`config.mk`:
```
export PLATFORM = sky130hd
export DESIGN_NAME = wishbone_response_tracker
export DESIGN_NICKNAME = d
export VERILOG_FILES = /design/src/rtl/wishbone_response_tracker.sv
export SDC_FILE = /design/constraint.sdc
export NUM_CORES = 1
export LEC_CHECK = 0
export ABC_AREA = 0
export CAP_MARGIN = 20
export CORE_ASPECT_RATIO = 1.1
export CORE_MARGIN = 1
export CORE_UTILIZATION = 45
export CTS_CLUSTER_SIZE = 30
export DETAILED_ROUTE_END_ITERATION = 8
export PLACE_DENSITY = 0.68
export SYNTH_ARGS = -nofsm -noshare
export SYNTH_HDL_FRONTEND = slang
export SYNTH_SLANG_ARGS = --single-unit
```
`constraint.sdc`:
```
create_clock -name CLK -period 5.5 [get_ports CLK]
set_clock_uncertainty 0.05 [all_clocks]
set_input_delay 1.1 -clock CLK [delete_from_list [all_inputs] [get_ports CLK]]
set_output_delay 1.1 -clock CLK [all_outputs]
set_load 0.02 [all_outputs]
```
`src/rtl/wishbone_response_tracker.sv`:
```
// wishbone_response_tracker: counts accepted Wishbone requests, forwards their responses, drains strays after CYC drops
//   Ports: CLK/RST_n (async active-low); I_CYC/I_STB in, I_STALL/I_ACK/I_ERR/I_RTY/I_DAT/I_TGD out (initiator side);
//   T_CYC/T_STB out, T_STALL/T_ACK/T_ERR/T_RTY/T_DAT/T_TGD in (target side).
//   Macro WB_RSPTRACK_BYPASS_EN: defined -> responses forwarded combinationally; undefined -> one-cycle registered.
module wishbone_response_tracker #(
  parameter int DataWidth      = 8,
  parameter int TGDWidth       = 1,
  parameter int MaxOutstanding = 4,
  parameter int FlushTimeout   = 16
) (
  input  logic                 CLK,
  input  logic                 RST_n,
  input  logic                 I_CYC,
  input  logic                 I_STB,
  output logic                 I_STALL,
  output logic                 I_ACK,
  output logic                 I_ERR,
  output logic                 I_RTY,
  output logic [DataWidth-1:0] I_DAT,
  output logic [TGDWidth-1:0]  I_TGD,
  output logic                 T_CYC,
  output logic                 T_STB,
  input  logic                 T_STALL,
  input  logic                 T_ACK,
  input  logic                 T_ERR,
  input  logic                 T_RTY,
  input  logic [DataWidth-1:0] T_DAT,
  input  logic [TGDWidth-1:0]  T_TGD
);
  typedef enum logic [1:0] {IDLE, ACTIVE, FLUSH} state_t;
  localparam logic [7:0]  MAX_OUT = 8'(MaxOutstanding);
  localparam logic [15:0] FT      = 16'(FlushTimeout);
  state_t                state_q, state_d;
  logic [7:0]            out_q, out_d, out_n;
  logic [15:0]           timer_q, timer_d, timer_n;
  logic                  ack_d, err_d, rty_d;
  logic [DataWidth-1:0]  dat_q, dat_d;
  logic [TGDWidth-1:0]   tgd_q, tgd_d;
  logic                  accept, rsp, fwd;
  always_comb begin
    // outputs are gated with RST_n so they reach their reset values immediately
    T_CYC   = RST_n & ((state_q == FLUSH) | I_CYC);
    T_STB   = RST_n & (state_q == ACTIVE) & I_CYC & I_STB & (out_q < MAX_OUT);
    I_STALL = ~RST_n | T_STALL | (out_q == MAX_OUT) | (state_q == FLUSH);
    accept  = T_STB & ~T_STALL;
    rsp     = T_CYC & (T_ACK | T_ERR | T_RTY) & (out_q != 8'd0);
    fwd     = (state_q == ACTIVE) & rsp;
    out_n   = (accept & ~rsp) ? out_q + 8'd1 : (rsp & ~accept) ? out_q - 8'd1 : out_q;
    timer_n = (timer_q == 16'd0) ? 16'd0 : timer_q - 16'd1;
    state_d = (state_q == IDLE)   ? (I_CYC ? ACTIVE : IDLE) :
              (state_q == ACTIVE) ? (I_CYC ? ACTIVE : (out_q == 8'd0) ? IDLE : FLUSH) :
              ((out_n == 8'd0) || (timer_n == 16'd0)) ? IDLE : FLUSH;
    timer_d = (state_q == ACTIVE && !I_CYC && out_q != 8'd0) ? FT :
              (state_q == FLUSH) ? timer_n : timer_q;
    // a flush timeout abandons whatever is still outstanding
    out_d   = (state_q == FLUSH && timer_n == 16'd0) ? 8'd0 : out_n;
    err_d   = fwd & T_ERR;
    rty_d   = fwd & ~T_ERR & T_RTY;
    ack_d   = fwd & ~T_ERR & ~T_RTY & T_ACK;
    dat_d   = fwd ? T_DAT : dat_q;
    tgd_d   = fwd ? T_TGD : tgd_q;
  end
  always_ff @(posedge CLK or negedge RST_n) begin
    if (!RST_n) begin
      state_q <= IDLE;
      out_q   <= '0;
      timer_q <= '0;
      dat_q   <= '0;
      tgd_q   <= '0;
    end else begin
      state_q <= state_d;
      out_q   <= out_d;
      timer_q <= timer_d;
      dat_q   <= dat_d;
      tgd_q   <= tgd_d;
    end
  end
`ifdef WB_RSPTRACK_BYPASS_EN
  always_comb begin
    I_ACK = ack_d;
    I_ERR = err_d;
    I_RTY = rty_d;
    I_DAT = dat_d;
    I_TGD = tgd_d;
  end
`else
  logic ack_q, err_q, rty_q;
  always_ff @(posedge CLK or negedge RST_n) begin
    if (!RST_n) begin
      ack_q <= 1'b0;
      err_q <= 1'b0;
      rty_q <= 1'b0;
    end else begin
      ack_q <= ack_d;
      err_q <= err_d;
      rty_q <= rty_d;
    end
  end
  always_comb begin
    I_ACK = ack_q;
    I_ERR = err_q;
    I_RTY = rty_q;
    I_DAT = dat_q;
    I_TGD = tgd_q;
  end
`endif
endmodule

```
Yosys cells after proc, flatten, opt, wreduce, memory -nomap -nowiden
Cells that the tools add are included.
- flip-flop bits (word level): 38
- bits of input ports: 17
- add/subtract/negate cells: 3
- order comparisons: 1
- equality and inequality tests: 3
- mux-type cells: 12
- bitwise logic cells: 28
- reduce and logical (&&, ||, !) cells: 12
- operators by type and width (operator ; number):
    $mux 16 ; 3
    $logic_not 16->1 ; 2
    $mux 8 ; 3
    $and 1x1->1 ; 16
    $logic_not 8->1 ; 2
    $sub 16x1->16 const B ; 1
    $mux 2 ; 5
    $add 8x1->8 const B ; 1
    $eq 8x3->1 const B ; 1
    $lt 8x3->1 const B ; 1
    $reduce_bool 8->1 ; 1
    $sub 8x1->8 const B ; 1
    $not 1->1 ; 6
    $or 1x1->1 ; 6
    $logic_and 1x1->1 ; 3
    $eq 2x1->1 const B ; 1
    $eq 2x2->1 const B ; 1
    $logic_not 2->1 ; 1
    $reduce_bool 2->1 ; 1
    $logic_not 1->1 ; 1
    $logic_or 1x1->1 ; 1
    $mux 1 ; 1

Depth between registers and ports, before layout
Gate-level depths: netlist (run 1).
- word-level depth: 15
- gate-level depth with buffers: 12
- mapped depth without buffers: 8

Worst setup path after synthesis (run 1)
OpenSTA, ideal clock, no wires.
- kind: input port to output port
- start: in RST_n
- end: out T_STB
- arrival time: 1734 ps
- data required time: 4350 ps
- path slack: 2616 ps
- stages: 2
- buffers on the path: 0
- cell sequence: nand4b_1 > nor3_1
- longest elaborated chain between the ends: 4
- ends and longest elaborated chain (element ; line ; RTL):
    start: declaration ; 12 ; input logic RST_n,
    $and 1x1->1 (4 in series) ; 43 ; T_STB = RST_n & (state_q == ACTIVE) & I_CYC & I_STB & (out_q < MAX_OUT);
    end: declaration ; 22 ; output logic T_STB,
No other way between the ends.

Worst setup path in the final report (run 1)
- start: in I_CYC
- end: out T_STB
- longest elaborated chain between the ends: 3
- ends and longest elaborated chain (element ; line ; RTL):
    start: declaration ; 13 ; input logic I_CYC,
    $and 1x1->1 (3 in series) ; 43 ;
No other way between the ends.

==> flow_summary.toml, run 1 <==
[detailed_routing]
finalWirelength_um = 5360
first_pass_iters = 5
num_vias = 2014
drc = 0
antenna_left = 0
drt-wirelength-per-cell_um = 15.9
routed_via_density = 5.99
drt_iter0_markers = 133

[floorplanning]
core-area_sq_um = 4750
die_area_sq_um = 5330
floorplan.die.width_um = 69.7
starting_density_of_the_core_pct = 47.8
ioPinCount = 32
core_rows = 26
die_height_um = 76.5

[cts]
cts-buffers-inserted = 5
number_of_h_tree_levels = 2
clk_latency_worst_skew_pair_ps = 290
cts_root_buffer = "sky130_fd_sc_hd__clkbuf_8"
tritoncts_sink_count = 38
clkTransAtPathRegs_ps = 70
number_of_instances_resized_during_post_cts_repair = 0
post_cts.repair.setup_buffers = 0
cts-root-to-sink-buffers = 2
cts-hold-fix-buffers = 0
tritoncts = "yes"

[power_and_ir_drop]
p_comb_share_pct = 51.0
switching_power_summed_over_all_nets_w = 0.000644
power_leakage_nw = 1.13
power.share.sequential_pct = 35.3
switching_share_pct = 44.4
total_power_w = 0.00145
power_report.internal_total_w = 0.000808
vdd_drop_max_mv = 0.298
clock_group_share_of_total_power_pct = 13.8
power_density_nw_per_um2 = 536

[logic_synthesis]
synth-main-ff-cell = "sky130_fd_sc_hd__dfrtp_1"
yosys_warnings = 0
synth-edff-count = 0
syn_area_per_cell_sq_um = 9.07
post_synth_num_cell_types = 55
synth.yosys.seq_area_share_pct = 41.9
postSynthCellCount = 250
synth-async-reset-ratio_pct = 100
postSynthRegisterBits = 38
syn_area_sq_um = 2270
synthesis.nets = 271

[global_route]
global_route.usage.met2_pct = 35.9
globalRoute.busiestLayer = "met2"
grt_overflow = 0
first_global_vias = 1971
global_route.usage.total_pct = 21.9
grt.met3_usage_pct = 4.37
grt_antenna_before_repair = 0
grt_max_degree = 38
grt.met1_usage_pct = 28.6
grt_pass1_wl_um = 9340

[layout]
layout-drive-gt1-share_pct = 9.29
area_taken_by_multi_input_logic_gates_sq_um = 1230
fin_nets = 300
layout.filler_cells = 433
final_cells = 336
area_growth_pct = 19.5
antennaDiodeCount = 0
layout.area.seq_sq_um = 951

[worst_setup_path]
cp.arrival_ps = 2640
timing.critical_path.fanout_max = 6
critical_path.endpoint_type = "output pin"
required_arrival_time_at_the_worst_endpoint_ps = 4350
worstSetupPathType = "primary input to output pin"
critPathLaunchType = "primary input"

[place]
placement.io_buffers = 31
globalplace.congestion = 0.889
cell_count_post_placement = 328
dp_hpwl_um = 3940

[run]
maxCapViolCount = 0

[timing]
finalCritPeriodShare_pct = 69.0
min_period_ps = 3790
finalHoldViolCount = 0
finalHoldWorstSlack_ps = 460
worst-slew-pin-transition_ps = 807
drv_slew = 0
achievable-frequency_mhz = 264
tns_ps = 0
slew_margin_rel_pct = 46.0
grt_setup_unrepaired = "no"
setup_viol = 0

[worst_hold_path]
hp-class = "flip-flop to flip-flop"

[outcome]
run_status = "completed"
-- path summary, 6_finish.rpt --
path	slack [ps]	end	depth (start not counted)	from
min in group asynchronous	570	out_q[1]	1	RST_n
worst max register to register	2380	out_q[2]	8	timer_q[0]
worst min register to register	460	I_DAT[5]	1	I_DAT[5]
worst max-delay path	1710	T_STB	4	I_CYC
worst min-delay path	460	I_DAT[5]	1	I_DAT[5]
max in group asynchronous	4130	state_q[1]	2	RST_n
-- cells in the mapped netlist, types with 2 or more instances --
master,number,area [sq um]
sky130_fd_sc_hd__xor2_1,4,35.0
sky130_fd_sc_hd__o41ai_1,6,52.6
sky130_fd_sc_hd__nor2b_1,3,18.8
sky130_fd_sc_hd__a31oi_1,3,18.8
sky130_fd_sc_hd__a211oi_1,3,22.5
sky130_fd_sc_hd__or2_1,2,12.5
sky130_fd_sc_hd__nand4b_1,3,26.3
sky130_fd_sc_hd__xnor2_1,2,17.5
sky130_fd_sc_hd__inv_1,7,26.3
sky130_fd_sc_hd__ha_1,4,50.1
sky130_fd_sc_hd__o22ai_1,2,12.5
sky130_fd_sc_hd__o211a_1,2,20.0
sky130_fd_sc_hd__nand2_1,8,30.0
sky130_fd_sc_hd__nor3_1,11,55.1
sky130_fd_sc_hd__nand4_1,2,12.5
sky130_fd_sc_hd__and4_1,2,17.5
sky130_fd_sc_hd__clkbuf_1,7,26.3
sky130_fd_sc_hd__or4_1,5,37.5
sky130_fd_sc_hd__nor2_1,32,120
sky130_fd_sc_hd__o21ai_0,24,120
sky130_fd_sc_hd__nor4_1,6,37.5
sky130_fd_sc_hd__o31ai_1,2,15.0
sky130_fd_sc_hd__mux2_2,9,101
sky130_fd_sc_hd__nand3_1,9,45.0
sky130_fd_sc_hd__a21oi_1,7,35.0
sky130_fd_sc_hd__nand2b_1,5,31.3
sky130_fd_sc_hd__and3b_1,2,17.5
sky130_fd_sc_hd__and3_1,2,12.5
sky130_fd_sc_hd__or3_1,9,56.3
sky130_fd_sc_hd__buf_2,4,20.0
sky130_fd_sc_hd__dfrtp_1,38,951
sky130_fd_sc_hd__a21boi_0,2,15.0
-- registers in the layout, summed over array words and instances, names as in the netlist --
| signal | count |
|---|---|
| I_RTY | 1 |
| I_DAT | 8 |
| timer_q | 16 |
| out_q | 8 |
| I_TGD | 1 |
| state_q | 2 |
| I_ERR | 1 |
| I_ACK | 1 |
-- routing by layer --
metal / wire (um) / vias to the layer above / part of all wire (%)
met1: 2400 / 971 / 45
met4: 93 / 0 / 1.7
met2: 2690 / 40 / 50
met3: 170 / 12 / 3.2
li1: - / 991 / -
met5: 0 / - / 0
-- per-stage QoR --
step | utilization (%) | instance area [sq um] | setup slack (ps)
after global placement | 55.1 | 2620 | 1710
final | 57.1 | 2710 | 1710
after global routing | 57.1 | 2710 | 1600
after CTS | 57.1 | 2710 | 1690
after detailed placement | 55.1 | 2620 | 1710
after floorplan | - | 2270 | 2620
-- kinds of logic after synthesis --
| kind of cell | after synthesis | share of synthesized area, % |
|---|---|---|
| compound gates | 63 | 18.5 |
| flops | 38 | 41.9 |
| mux | 10 | 4.91 |
| buf+inv | 20 | 3.75 |
| xor+xnor | 6 | 2.32 |
| fa+ha+maj | 4 | 2.21 |
| simple gates | 109 | 26.4 |
-- layout by cell type (no fill, tap or decap), types with 2 or more instances in the layout --
cell                              Yosys  final
sky130_fd_sc_hd__o41ai_1              6      6
sky130_fd_sc_hd__o31ai_1              2      2
sky130_fd_sc_hd__and3b_1              2      2
sky130_fd_sc_hd__a21oi_1              7      7
sky130_fd_sc_hd__ha_1                 4      4
sky130_fd_sc_hd__nor4_1               6      6
sky130_fd_sc_hd__nand2b_1             5      5
sky130_fd_sc_hd__or3_1                9      9
sky130_fd_sc_hd__buf_4                1      4
sky130_fd_sc_hd__o21ai_0             24     24
sky130_fd_sc_hd__inv_1                7      7
sky130_fd_sc_hd__o211a_1              2      2
sky130_fd_sc_hd__clkdlybuf4s50_1      0     30
sky130_fd_sc_hd__nor2_1              32     32
sky130_fd_sc_hd__nand4_1              2      2
sky130_fd_sc_hd__dfrtp_1             38     38
sky130_fd_sc_hd__nand2_1              8      8
sky130_fd_sc_hd__o22ai_1              2      2
sky130_fd_sc_hd__a31oi_1              3      3
sky130_fd_sc_hd__and4_1               2      2
sky130_fd_sc_hd__a21boi_0             2      2
sky130_fd_sc_hd__nor3_1              11     11
sky130_fd_sc_hd__nand3_1              9      9
sky130_fd_sc_hd__clkbuf_8             0      6
sky130_fd_sc_hd__mux2_2               9      9
sky130_fd_sc_hd__or4_1                5      5
sky130_fd_sc_hd__xnor2_1              2      2
sky130_fd_sc_hd__nor2b_1              3      3
sky130_fd_sc_hd__xor2_1               4      4
sky130_fd_sc_hd__or2_1                2      2
sky130_fd_sc_hd__and3_1               2      2
sky130_fd_sc_hd__nand4b_1             3      3
sky130_fd_sc_hd__a211oi_1             3      3
-- cell type report --
type | instances | area share (%)
Timing Repair Buffer | 35 | 12.4
Multi-Input combinational cell | 192 | 45.5
Sequential cell | 38 | 35.1
Clock buffer | 6 | 3.05
Inverter | 7 | 0.970
Tap cell | 56 | 2.59
Clock inverter | 2 | 0.462
-- power by group through the flow --
stage          logic, W  clock network, W  registers [W]
4_1_cts        0.000741          0.000207       0.000509
3_3_place_gp   0.000730                 0       0.000510
6_report       0.000740          0.000200       0.000512
3_5_place_dp   0.000737                 0       0.000514
5_1_grt        0.000830          0.000218       0.000531
2_1_floorplan  0.000507                 0       0.000524
-- worst max-delay path, stage by stage --
cell                              delay [ps]
sky130_fd_sc_hd__clkdlybuf4s50_1         570
sky130_fd_sc_hd__nand4b_1                160
sky130_fd_sc_hd__nor3_1                  190
sky130_fd_sc_hd__clkdlybuf4s50_1         630
No activity file was read; power rests on OpenSTA's default activity.
==> run 2, diff against run 1 <==
Clock period 5.5 ns to 3.9 ns, I/O delays scaled along.
==> flow_summary.toml, run 2 (synthesized netlist as in run 1, its figures left out) <==
[detailed_routing]
drt-wirelength-per-cell_um = 16.2
first_pass_iters = 4
antenna_left = 0
wirelength_met1_um = 2410
highest-signal-layer = "met4"
drt_iter0_markers = 104
routed_via_density = 6.13
finalWirelength_um = 5430
num_vias = 2061
detailroute.wirelength.met2_um = 2670
dr_wl_met3_um = 222
drc = 0

[timing]
setup_viol = 0
achievable-frequency_mhz = 317
slew_margin_rel_pct = 47.5
grt_setup_unrepaired = "no"
drv_slew = 0
worst-slew-pin-transition_ps = 785
finalHoldViolCount = 0
tns_ps = 0
final_critical_path_setup_slack_ps = 747
min_period_ps = 3150
finalCritPeriodShare_pct = 80.8

[layout]
layout_commonest_cell = "sky130_fd_sc_hd__dfrtp_1"
max_reg_flops = 16
area_growth_pct = 19.5
layout-drive-gt1-share_pct = 9.29
layout.filler_cells = 426
top_register = "timer_q"
antennaDiodeCount = 0
layout_common_cells = "sky130_fd_sc_hd__dfrtp_1 (38), sky130_fd_sc_hd__nor2_1 (32), sky130_fd_sc_hd__clkdlybuf4s50_1 (30), sky130_fd_sc_hd__o21ai_0 (24), sky130_fd_sc_hd__nor3_1 (11)"
fin_nets = 300

[floorplanning]
die_height_um = 76.5
core-area_sq_um = 4750
ioPinCount = 32
starting_density_of_the_core_pct = 47.8
die_area_sq_um = 5330
floorplan.die.width_um = 69.7
core_rows = 26

[worst_setup_path]
cp.arrival_ps = 2320
critPathLaunchType = "primary input"
critical_path.endpoint_type = "output pin"
r2r-start = "timer_q[0]"
endpoint_of_the_lowest_slack_register_to_register_path = "out_q[2]"
timing.critical_path.fanout_max = 6
r2r.worst_path.cells = 8
worstSetupPathType = "primary input to output pin"
r2r_slack_ps = 820
required_arrival_time_at_the_worst_endpoint_ps = 3070

[place]
placement.setup.worst_slack_ps = 671
placement.io_buffers = 31
dp_hpwl_um = 4000
globalplace.congestion = 0.915

[global_route]
global_route.usage.total_pct = 22.7
grt_antenna_before_repair = 0
grt_pass1_wl_um = 9720
first_global_vias = 2049
grt_overflow = 0
grt_max_degree = 31

[cts]
cts-hold-fix-buffers = 0
tritoncts = "yes"
cts_root_buffer = "sky130_fd_sc_hd__clkbuf_8"
cts-root-to-sink-buffers = 2
tritoncts_sink_count = 38
clkTransAtPathRegs_ps = 70
number_of_instances_resized_during_post_cts_repair = 0
clk_latency_worst_skew_pair_ps = 290
number_of_h_tree_levels = 2
post_cts.repair.setup_buffers = 0
cts-buffers-inserted = 5

[power_and_ir_drop]
power_density_nw_per_um2 = 756
power_leakage_nw = 1.13
vdd_drop_max_mv = 0.362

[worst_hold_path]
hp-class = "primary input to async pin"

[outcome]
run_status = "completed"

[run]
maxCapViolCount = 0
## run 2: per-layer routing
| layer | track usage (%) | vias to the layer above |
|---|---|---|
| met4 | 10.4 | 0 |
| met2 | 36.3 | 48 |
| li1 | - | 994 |
| met1 | 29.4 | 1004 |
| met5 | 0 | - |
| met3 | 4.89 | 15 |
## run 2: where the power goes
group / internal [W] / leakage, nW / switching (W)
sequential: 0.000542 / 0.487 / 0.000182
clock: 0.000142 / 0.0472 / 0.000137
combinational: 0.000456 / 0.597 / 0.000588
total: 0.00114 / 1.13 / 0.000908
## run 2: worst max-delay path by stage
stage | start | end | depth (start not counted)
floorplan | timer_q[0] | out_q[2] | 12
global placement | I_CYC | state_q[1] | 7
detailed placement | I_CYC | state_q[1] | 7
CTS | I_CYC | T_STB | 4
global route | timer_q[0] | out_q[2] | 8
finish | I_CYC | T_STB | 4
## run 2: per-stage QoR
stage               utilization (%)  instance area (sq um)  cells  total power (W)  hold WS, ps
floorplan                         -                   2270    250          0.00145          411
global placement               55.1                   2620    328          0.00175          440
detailed placement             55.1                   2620    328          0.00177          445
CTS                            57.1                   2710    336          0.00206          316
global route                   57.1                   2710    336          0.00224          331
finish                         57.1                   2710    336          0.00205          327
## run 2: area by class of cell
type	instances	area [sq um]	share of cell area, %
well taps	56	70.1	2.59
clock inverters	2	12.5	0.462
flip-flops and latches	38	951	35.1
clock buffers	6	82.6	3.05
multi-input cells	192	1230	45.5
repair buffers	35	335	12.4
inverters	7	26.3	0.970
## run 2: worst max-delay path, stage by stage
cell and delay [ps]:
sky130_fd_sc_hd__clkdlybuf4s50_1 570, sky130_fd_sc_hd__nand4b_1 160, sky130_fd_sc_hd__nor3_1 190, sky130_fd_sc_hd__clkdlybuf4s50_1 620
==> patch (config.mk and constraints of run 1) <==
`DataWidth`: 8 -> 12.
--- a/src/rtl/wishbone_response_tracker.sv
+++ b/src/rtl/wishbone_response_tracker.sv
@@ -3,7 +3,7 @@
 //   T_CYC/T_STB out, T_STALL/T_ACK/T_ERR/T_RTY/T_DAT/T_TGD in (target side).
 //   Macro WB_RSPTRACK_BYPASS_EN: defined -> responses forwarded combinationally; undefined -> one-cycle registered.
 module wishbone_response_tracker #(
-  parameter int DataWidth      = 8,
+  parameter int DataWidth      = 12,
   parameter int TGDWidth       = 1,
   parameter int MaxOutstanding = 4,
   parameter int FlushTimeout   = 16
Ports: changed (resized I_DAT and T_DAT); port bits go from 32 to 40. The function was not compared with the original's and may differ.
==> patch against run 1 <==
Critical path type unchanged. Via count down 5.2%. Area after synthesis up 2.3%. Wire length fell by 5.2%. Synthesized cell count decreased by 4.0%. Worst hold slack worse by 0.0031 ns. Utilization increased by 1.0 points. Setup slack lost 0.13 ns. Sequential cell count grew 4. Design area up 6.4%. Power is 16% higher.
==> patch: results (changes against run 1) <==
| Metric | Value |
|---|---|
| DRT Pass-1 Iters | 4 (-1) |
| Cell family with most CP delay | buffers and inverters |
| Post-synthesis compound-gate area fraction | 11.9% (-6.6 points) |
| Fraction of area in multi-input gates | 41.5% (-4.0 points) |
| Post-Synth Adder-Cell Area | 2.16% (-0.049 points) |
| Worst-path clk slew | 0.09 ns (+0.02 ns) |
| Combinational share of power | 47.8% (-3.2 points) |
| Proportion of layout cells with a drive suffix above 1 | 11.7% (+2.5 points) |
| Pwr Total | 1.68 mW (+16%) |
| Global Route met3 Usage | 4.86% (+0.50 points) |
| DR iter-0 viols | 92 (-31%) |
| Met1 wire length | 2310 um (-3.9%) |
| Global Route met2 Usage | 33.2% (-2.7 points) |
| Data buffer area share | 14.1% (+1.8 points) |
| #MultiIn Comb | 184 (-4.2%) |
| Distinct cell type count after synthesis | 48 (-13%) |
| DR top layer | met5 |
| Grt met1 use | 27.9% (-0.70 points) |
| IO buf count | 39 (+26%) |
| Top cells by count, synth | 42 x dfrtp_1, 33 x nor2_1, 21 x o21ai_0 |
| Largest net degree at the start of global routing | 40 (+5.3%) |
| Final non-filler cell total | 339 (+0.89%) |
| Worst-path cell with the longest stage delay | clkdlybuf4s50_1 |
| Layout Nets | 305 (+1.7%) |
| Sequential area share after synthesis | 45.3% (+3.4 points) |
| DP Worst Slack | 1.61 ns (-0.0984 ns) |
| Fill count | 426 (-1.6%) |
| DR vias | 1,909 (-5.2%) |
| Inverters | 5 (-2) |
| ClkCell Share | 4.77% (+1.3 points) |
| Final HPWL DP | 3650 um (-7.4%) |
| Internal power | 980 uW (+21%) |
| Worst IR Drop VDD | 0.000278 V (-6.9%) |
| Final sequential cell count | 42 (+11%) |
| Syn_area_per_cell | 9.67 um2 (+6.5%) |
| CLK BUF | 5 (-1) |
| Flop pwr share | 34.8% (-0.5 points) |
| Signal buffers | 42 (+20%) |
| Multiplexer share of the synthesized area | 7.61% (+2.7 points) |
| GP Congestion | 0.809 (-9.0%) |
| Status | completed |
| Post-synthesis net count | 265 (-2.2%) |
| Total area of sequential cells | 0.00105 mm2 (+11%) |
| Antenna violations before repair | 1 (+1) |
| Synth Area in XOR/XNOR | 3.40% (+1.1 points) |
| Total Routing Usage GR | 20.7% (-1.2 points) |
| CP peak stage delay | 0.56 ns (-0.07 ns) |
| Crit path DAT | 2.77 ns (+0.13 ns) |
| Leak Pwr | 1.21 nW (+6.9%) |
| First-pass GRT wire length | 8960 um (-4.1%) |
| Routed WL | 5080 um (-5.2%) |
| Met3 wire len | 191 um (+12%) |
| Post-Place Cells | 331 (+0.91%) |
[patch: logic make-up after synthesis]
logic type      count (synthesis)
mux                            16
flops                          42
xor+xnor                        9
simple gates                  109
compound gates                 46
buf+inv                        14
fa+ha+maj                       4
[patch: path summary, 6_finish.rpt]
path                                        from                       to  slack [ns]  cells after the start
min                        I_DAT[11]$_DFFE_PN0P_    I_DAT[11]$_DFFE_PN0P_        0.46                      1
min reg2reg                I_DAT[11]$_DFFE_PN0P_    I_DAT[11]$_DFFE_PN0P_        0.46                      1
max                                        I_CYC                    T_CYC        1.58                      4
max reg2reg                   out_q[4]$_DFF_PN0_   timer_q[5]$_DFFE_PN0P_        2.68                      6
min in group asynchronous                  RST_n       out_q[2]$_DFF_PN0_        0.57                      1
max in group asynchronous                  RST_n  timer_q[13]$_DFFE_PN0P_        4.12                      2
[patch: stage by stage]
stage	cell area [um2]	utilization, %
floorplan	2320	-
global placement	2750	55.3
detailed placement	2750	55.3
CTS	2880	58.1
global route	2880	58.1
finish	2880	58.1
